<file path="config.mk">
export PLATFORM = sky130hd
export DESIGN_NAME = bus_invert_rx
export DESIGN_NICKNAME = d
export VERILOG_FILES = /design/src/rtl/bus_inv_defs.sv /design/src/rtl/bi_skid_buf.sv /design/src/rtl/bus_invert_rx.sv
export SDC_FILE = /design/constraint.sdc
export NUM_CORES = 1
export LEC_CHECK = 0
export ABC_AREA = 1
export CAP_MARGIN = 20
export CORE_UTILIZATION = 47
export CTS_BUF_LIST = sky130_fd_sc_hd__clkbuf_16
export CTS_CLUSTER_SIZE = 25
export DETAILED_ROUTE_END_ITERATION = 7
export GPL_TIMING_DRIVEN = 0
export PLACE_DENSITY_LB_ADDON = 0.25
export SYNTH_ARGS = -nofsm -noshare
export SYNTH_HDL_FRONTEND = slang
export SYNTH_HIERARCHICAL = 1
export SYNTH_SLANG_ARGS = --single-unit
</file>
<file path="constraint.sdc">
create_clock -name Clk -period 1.65 [get_ports Clk]
set_clock_uncertainty 0.05 [all_clocks]
set_input_delay 0.2475 -clock Clk [delete_from_list [all_inputs] [get_ports Clk]]
set_output_delay 0.2475 -clock Clk [all_outputs]
set_load 0.005 [all_outputs]
</file>
<file path="src/rtl/bus_inv_defs.sv">
// Shared definitions for the bus-invert link (rx and tx ends).
// Latency: n/a (types and constants only).
// Backpressure: n/a.
package bus_inv_defs;

  // Default link word width.
  localparam int DEF_WIDTH = 8;

  // Two-entry skid buffer occupancy.
  typedef enum logic [1:0] {
    ST_EMPTY = 2'd0,
    ST_ONE   = 2'd1,
    ST_FULL  = 2'd2
  } buf_st_t;

endpackage

</file>
<file path="src/rtl/bi_skid_buf.sv">
// Generic 2-entry valid/ready skid buffer: main register M drives out_data, S catches overflow.
// Latency: 1 cycle from accept to out_valid when empty; 1 word/cycle with out_ready held high.
// Backpressure: in_ready is registered (next state != FULL); no comb path out_ready -> in_ready.
//
// Ports: clk, rst_n (async, active low); in_valid/in_ready/in_data upstream;
//        out_valid/out_ready/out_data downstream.
module bi_skid_buf
  import bus_inv_defs::*;
#(
  parameter int WIDTH = DEF_WIDTH
) (
  input  logic             clk,
  input  logic             rst_n,
  input  logic             in_valid,
  output logic             in_ready,
  input  logic [WIDTH-1:0] in_data,
  output logic             out_valid,
  input  logic             out_ready,
  output logic [WIDTH-1:0] out_data
);

  buf_st_t          state_q;
  buf_st_t          state_d;
  logic             in_ready_q;
  logic [WIDTH-1:0] m_q;
  logic [WIDTH-1:0] s_q;

  logic accept;
  logic emit;
  logic load_m_in;
  logic load_m_s;
  logic load_s;

  assign accept = in_valid & in_ready_q;
  assign emit   = (state_q != ST_EMPTY) & out_ready;

  // State register, plus the registered ready which looks one state ahead.
  always_ff @(posedge clk or negedge rst_n) begin
    if (!rst_n) begin
      state_q    <= ST_EMPTY;
      in_ready_q <= 1'b0;
    end else begin
      state_q    <= state_d;
      in_ready_q <= (state_d != ST_FULL);
    end
  end

  // Next-state logic.
  always_comb begin
    state_d = state_q;
    case (state_q)
      ST_EMPTY: if (accept) state_d = ST_ONE;
      ST_ONE: begin
        if (accept && !emit)      state_d = ST_FULL;
        else if (!accept && emit) state_d = ST_EMPTY;
      end
      ST_FULL:  if (emit) state_d = ST_ONE;
      default:  state_d = ST_EMPTY;
    endcase
  end

  // Output / datapath control decode.
  always_comb begin
    out_valid = (state_q != ST_EMPTY);
    load_m_in = 1'b0;
    load_m_s  = 1'b0;
    load_s    = 1'b0;
    case (state_q)
      ST_EMPTY: load_m_in = accept;
      ST_ONE: begin
        load_m_in = accept & emit;
        load_s    = accept & ~emit;
      end
      ST_FULL:  load_m_s = emit;
      default: ;
    endcase
  end

  // Storage. M only changes on load, so out_data is stable while stalled.
  always_ff @(posedge clk or negedge rst_n) begin
    if (!rst_n) begin
      m_q <= '0;
      s_q <= '0;
    end else begin
      if (load_m_in)     m_q <= in_data;
      else if (load_m_s) m_q <= s_q;
      if (load_s)        s_q <= in_data;
    end
  end

  assign in_ready = in_ready_q;
  assign out_data = m_q;

endmodule

</file>
<file path="src/rtl/bus_invert_rx.sv">
// Bus-invert link receiver: restores the true word, buffers 2 words, counts inverted words.
// Latency: 1 cycle from accept to Out_Valid when empty; 1 word/cycle streaming.
// Backpressure: In_Ready registered, drops when both buffer entries are occupied.
//
// Ports: Clk, Rst_n (async, active low); In_Valid/In_Ready/In_Data/In_Inv link side;
//        Out_Valid/Out_Ready/Out_Data consumer side; Clr_Cnt, Inv_Cnt statistics.
// Optional: BUS_INV_PARITY_EN adds In_Par (even parity over {In_Data,In_Inv,In_Par})
//           and sticky Par_Err.
module bus_invert_rx
  import bus_inv_defs::*;
#(
  parameter int WIDTH = DEF_WIDTH,
  parameter int CNT_W = 16
) (
  input  logic             Clk,
  input  logic             Rst_n,
  input  logic             In_Valid,
  output logic             In_Ready,
  input  logic [WIDTH-1:0] In_Data,
  input  logic             In_Inv,
`ifdef BUS_INV_PARITY_EN
  input  logic             In_Par,
  output logic             Par_Err,
`endif
  output logic             Out_Valid,
  input  logic             Out_Ready,
  output logic [WIDTH-1:0] Out_Data,
  input  logic             Clr_Cnt,
  output logic [CNT_W-1:0] Inv_Cnt
);

  logic [WIDTH-1:0] decoded;
  logic             accept;
  logic [CNT_W-1:0] inv_cnt_q;

  // Decode on entry so both buffer entries hold true words.
  assign decoded = In_Data ^ {WIDTH{In_Inv}};
  assign accept  = In_Valid & In_Ready;

  bi_skid_buf #(
    .WIDTH (WIDTH)
  ) u_buf (
    .clk       (Clk),
    .rst_n     (Rst_n),
    .in_valid  (In_Valid),
    .in_ready  (In_Ready),
    .in_data   (decoded),
    .out_valid (Out_Valid),
    .out_ready (Out_Ready),
    .out_data  (Out_Data)
  );

  // Saturating inverted-word counter; clear beats a same-cycle increment.
  always_ff @(posedge Clk or negedge Rst_n) begin
    if (!Rst_n) begin
      inv_cnt_q <= '0;
    end else if (Clr_Cnt) begin
      inv_cnt_q <= '0;
    end else if (accept && In_Inv && (inv_cnt_q != {CNT_W{1'b1}})) begin
      inv_cnt_q <= inv_cnt_q + CNT_W'(1);
    end
  end

  assign Inv_Cnt = inv_cnt_q;

`ifdef BUS_INV_PARITY_EN
  logic par_odd;
  logic par_err_q;

  assign par_odd = ^{In_Data, In_Inv, In_Par};

  // Sticky error; a new error beats a same-cycle clear so it is never lost.
  always_ff @(posedge Clk or negedge Rst_n) begin
    if (!Rst_n) begin
      par_err_q <= 1'b0;
    end else if (accept && par_odd) begin
      par_err_q <= 1'b1;
    end else if (Clr_Cnt) begin
      par_err_q <= 1'b0;
    end
  end

  assign Par_Err = par_err_q;
`endif

endmodule

</file>
Word level (Yosys, flattened, before mapping)
Cells that the tools add are included.

word-level totals
  bits in registers = 35
  output and inout port bits = 26
  word-level logic and storage cells = 38
  input port bits = 14

operators by class
  add/sub/neg operators = 1
  equality and inequality tests = 4
  reductions and logical operators = 10
  muxes and demuxes = 12
  bitwise gates (word level) = 6

operators by type and width
  operator                                       number
  two-way mux 16 bit                             2
  adder 16 x 1 -> 16 bit, second input constant  1
  two-way mux 8 bit                              2
  inequality test 16 bit, second input constant  1
  two-way mux 2 bit                              4
  XOR 8 bit                                      1
  case mux 2 bit (3 select lines)                1
  nonzero test 2 bit                             3
  bitwise AND 1 bit                              4
  logical AND 1 bit                              4
  == test 2 x 1 -> 1 bit, second input constant  1
  == test 2 bit, second input constant           1
  logical NOT 1 bit                              2
  logical NOT 2 bit                              1
  two-way mux 1 bit                              2
  inequality test 2 bit, second input constant   1
  case mux 1 bit (2 select lines)                1
  inverter 1 bit                                 1

Depth between registers and ports, before layout
Gate-level depths: netlist of the first run.

  depth in word-level cells = 7
  gate-level depth with buffers = 10
  depth with buffers taken out = 9

Hierarchy
Netlist of the first run, hierarchy kept.

by module, submodules not included
  module         cells each  seq. area each (µm²)  area each (µm²)  instances
  bus_invert_rx  160         400.4                 1128.6           1
  bi_skid_buf    114         475.5                 996.0            1

Worst setup path before layout of the first run
OpenSTA, ideal clock, no wires.

  path type = register -> register
  start = register inv_cnt_q[0], in the netlist Inv_Cnt[0]
  end = register inv_cnt_q[11], in the netlist Inv_Cnt[11]
  period minus slack after synthesis = 1.597 ns
  data required time = 1.534 ns
  library setup time = 0.066 ns
  stages on the path, launching flop included = 10
  arrival time = 1.482 ns
  slack = 0.053 ns
  buffers on the path = 1
  path through = dfrtp_1 > ha_1 > nand2_1 > nor2_4 > nand2_2 > nor2_4 > nor2_4 > buf_2 > nand4_1 > nand2_1

between the ends
  cells in the longest elaborated chain, start to end = 3
  elaborated cells on any way between the ends = 6
  those cells by class = 1 x add/sub; 1 x eq/ne; 2 x mux; 2 x reduce/logical

ends and longest elaborated chain
  item                                                              line                                      text
  start: declaration                                                bus_invert_rx.sv:34                       logic [CNT_W-1:0] inv_cnt_q;
  start signal: assignment                                          bus_invert_rx.sv:60                       inv_cnt_q <= inv_cnt_q + CNT_W'(1);
  adder 16 x 1 -> 16 bit or inequality test 16 bit (tied branches)  bus_invert_rx.sv:60, bus_invert_rx.sv:59
  two-way mux 16 bit or logical AND 1 bit (tied branches)           bus_invert_rx.sv:59                       end else if (accept && In_Inv && (inv_cnt_q != {CNT_W{1'b1}})) begin
  two-way mux 16 bit or nonzero test 2 bit (tied branches)          --

Parallel ways exist; a longest one is shown, timed or not. The select of a mux whose other input is x is not followed.
A chain may end at the register's enable or synchronous reset.

Worst setup path in the final report of the first run
  start = register inv_cnt_q[2], in the netlist Inv_Cnt[2]
  end = output port Inv_Cnt[2]

RTL lines
  item              line                 text
  end: declaration  bus_invert_rx.sv:29  output logic [CNT_W-1:0] Inv_Cnt

No word-level cell between the ends.

==> results.txt, run 1 <==
* Maximum fanout along the worst path: 7
- Global router's overall resource usage: 22.7%
- Across the run, the number of max-cap violations was 0.
- For this run, global-route usage on met1 was measured as 31.8%.
* Root buffer cell: sky130_fd_sc_hd__clkbuf_16
- The floorplan has 24 rows.
* Per-cell routed wire length: 13.6 um
- Counting every instance in the synthesized netlist gives 274.
- Pwr per Cell Area: 1110 mW/mm^2
- Share of the yosys chip area belonging to registers: 41.2%
- Measured along the x axis, the die boundary spans 69.2 um.
* Yosys reg bits: 35
- At the pin with the least slew margin, the transition time is 0.787 ns.
* Number of global-route vias before repair: 1846
- Max-slew violations: 0
- Die Y: 69.2 um
- Counting along the longest clock path gives a buffer depth of 2.
- Quantity of hold-fixing buffers added after cts: 0
- Hpwl dp: 3390 um
* CORE AREA: 0.00435 mm^2
- The number of antenna violations at the first check in global routing was 0.
* IR drop worst, VDD: 0.576 mV
* Met2 routing resource usage after global routing: 35.2%
- Cell leakage power: 1.38 nW
* Pin count of the biggest net entering global routing: 36
* First-pass GRT wire length: 8580 um
* Most area-hungry cell type in the Yosys netlist: sky130_fd_sc_hd__dfrtp_1
- Synthesized net count: 289
- Counting flops with an async set or reset pin after synthesis yields a share of 100%.
- Total stage count of the critical path: 1
- CTS Buf Count: 5
- Commonest register cell after synthesis: sky130_fd_sc_hd__dfrtp_1
- I/O pin cnt: 40
* Gpl congestion: 0.847
- For this configuration, the core starts out at a cell density of 48.8%.
- After detailed routing, the total wire length is 5170 um.
- 0 antenna diodes ended up in the layout.
* Overall die area: 0.00479 mm^2
- Area of the multi-input gates: 0.00113 mm^2
* Run status: finished, final reports clean
- Vias after detailed routing: 1984
* Worst R2R Setup Slack: 0.04 ns
* GRT met3 Usage: 5.38%
- Number of distinct library cell variants in the gate-level netlist after synthesis: 24
- Hold Worst Slack: 0.00354 ns
* Final Core Density: 65.5%
- The worst register-to-register path begins at Inv_Cnt[0].
- The tightest min-delay check is of the input port to async pin type.
* Synth-to-Final Area Change: 34.2%
* Worst-path clk slew: 0.05 ns
- Worst setup startpoint: Inv_Cnt[2]
* Area share of the largest cell type after synthesis: 41.2%
* Fillers: 364
* Clock net sink count: 35
- RSZ-0062 raised after global routing: true
- Synth area leaders: sky130_fd_sc_hd__dfrtp_1 (41%), sky130_fd_sc_hd__nand2_1 (17%), sky130_fd_sc_hd__nand3_1 (9.7%)
- Global route overflow: 0
* Element type at the critical path end: primary output
- Crit-path leading delay family: buffers and inverters
* Port bufs: 38
- Share of post-route cells with drive strength above 1: 19.5%
- Mapped Area: 0.00212 mm^2
* Number of flops mapped to enable cells by yosys: 0
* Clock insertion delay at the later pin of the skew report: 0.28 ns
- Htree depth: 2
- For this run, the slowest stage of the critical path takes 0.56 ns.
- The worst register-to-register path ends at Inv_Cnt[5].
- Initial DRT Pass Iterations: 5
- During synthesis, Yosys emitted a total of 6 warnings.
- Setup violations remaining at the end of the flow were counted as 0.
* Worst Path Class, Setup: flip-flop to primary output
- Worst reg2reg path depth: 10
- STA puts the critical path data arrival time at 1.33 ns.
* Layout Nets: 343
- Final period utilization: 98.8%
- The slowest stage of the critical path belongs to the cell sky130_fd_sc_hd__clkdlybuf4s50_1.
- Minimum clock period after layout: 1.63 ns
* Commonest cells after routing, fill and taps aside: sky130_fd_sc_hd__nand2_1 (88), sky130_fd_sc_hd__nand3_1 (41), sky130_fd_sc_hd__clkdlybuf4s50_1 (37)
- Via/cell ratio: 5.21
* Clock tree from TritonCTS: built
* Kind of start point of the critical path: flip-flop
* Buffers and inverters on the worst path: 1
* GR peak layer: met2
- The count of nets left with antenna violations once routing finished came out at 0.
* Count of endpoints failing hold in the final timing report: 0
- Worst-case headroom to the max-slew limit: 47.5%
- In the final layout, flip-flops and latches occupy 882 um^2.
- Mean area per synthesized cell: 7.75 um^2
- After detailed routing, the number of remaining DRC violations is 0.
* Required arrival time at the worst endpoint: 1.35 ns
- Derived from the worst setup path, the maximum achievable clock frequency is 613 MHz.
- Most common cell after layout, fill and taps aside: sky130_fd_sc_hd__nand2_1
- The first routing iteration left 254 violations.
- CP cell instances: clkdlybuf4s50_1
[area by class of cell]
class	count	share of cell area, %
Multi-Input combinational cell	206	39.7
Sequential cell	35	30.9
Timing Repair Buffer	47	16.2
Clock buffer	5	4.39
Inverter	26	3.42
Buffer	7	2.68
Tap cell	52	2.28
Clock inverter	3	0.439
[flip-flops by register name, indices dropped and copies added (netlist names)]
signal	count
Inv_Cnt	16
u_buf/out_data	8
u_buf/s_q	8
u_buf/state_q	2
u_buf/in_ready	1
[logic make-up after synthesis]
| kind of cell | after synthesis | synth area share (%) |
|---|---|---|
| AO/OA/AOI/OAI | 13 | 4.48 |
| XOR/XNOR | 12 | 4.95 |
| adder cells (fa/ha/maj) | 1 | 0.589 |
| buffers and inverters | 33 | 7.66 |
| flip-flops | 35 | 41.2 |
| AND/OR/NAND/NOR | 180 | 41.1 |
[worst max-delay path by stage]
| stage | end | slack, ns |
|---|---|---|
| final | Inv_Cnt[2] | 0.02 |
| after CTS | Inv_Cnt[14] | 0.005 |
| after floorplan | Inv_Cnt[11] | 0.05 |
| after global placement | Inv_Cnt[0] | -0.52 |
| after detailed placement | Inv_Cnt[14] | -0.19 |
| after global routing | Inv_Cnt[8] | -0.03 |
[per-stage QoR]
step	instance area [um^2]	TNS, ns	setup WS, ns	total power, W	instances
final	2850	0	0.0190	0.00318	381
after global routing	2850	-0.258	-0.0321	0.00338	381
after CTS	2770	0	0.00507	0.00317	379
after detailed placement	2560	-2.44	-0.186	0.00223	364
after global placement	2570	-20.32	-0.515	0.00221	364
after floorplan	2120	0	0.0528	0.00180	274
[what timing repair did]
item | in CTS | in global routing
endpoints found under the setup margin | 14 | 16
setup buffers | 6 | 1
pin swaps | 2 | 6
gates resized for setup | 6 | 18
endpoints found under the hold margin | 0 | 0
cloned | 1 | 1
[report_power, final]
part / leakage, nW / total, W / internal, W / switching, W
Sequential: 0.442 / 0.00121 / 0.00108 / 0.000124
Clock: 0.0762 / 0.000884 / 0.000545 / 0.000340
Combinational: 0.858 / 0.00109 / 0.000538 / 0.000548
[layer usage]
metal | part of all wire [%] | wire [um]
met2 | 45 | 2350
met5 | 0 | 0
met4 | 0.95 | 49
met3 | 5.6 | 289
met1 | 48 | 2490
[synthesized netlist by cell type (2+ instances only)]
| cell | instances |
|---|---|
| sky130_fd_sc_hd__inv_1 | 23 |
| sky130_fd_sc_hd__nand2_4 | 5 |
| sky130_fd_sc_hd__nor2_4 | 4 |
| sky130_fd_sc_hd__inv_2 | 3 |
| sky130_fd_sc_hd__nand2_2 | 2 |
| sky130_fd_sc_hd__o21ai_2 | 8 |
| sky130_fd_sc_hd__nand4_1 | 8 |
| sky130_fd_sc_hd__nand3_1 | 41 |
| sky130_fd_sc_hd__nor2_2 | 2 |
| sky130_fd_sc_hd__nor2_1 | 16 |
| sky130_fd_sc_hd__buf_6 | 3 |
| sky130_fd_sc_hd__dfrtp_1 | 35 |
| sky130_fd_sc_hd__a21oi_1 | 4 |
| sky130_fd_sc_hd__nand3b_1 | 4 |
| sky130_fd_sc_hd__nor2_8 | 2 |
| sky130_fd_sc_hd__nand2_1 | 95 |
| sky130_fd_sc_hd__xor2_1 | 12 |
No activity file was read; power rests on OpenSTA's default activity.
==> run 2: changes to the inputs <==
CAP_MARGIN = unset   (was 20)
==> results of run 2 <==
The final DEF is identical to that of run 1; final timing and power are the same.
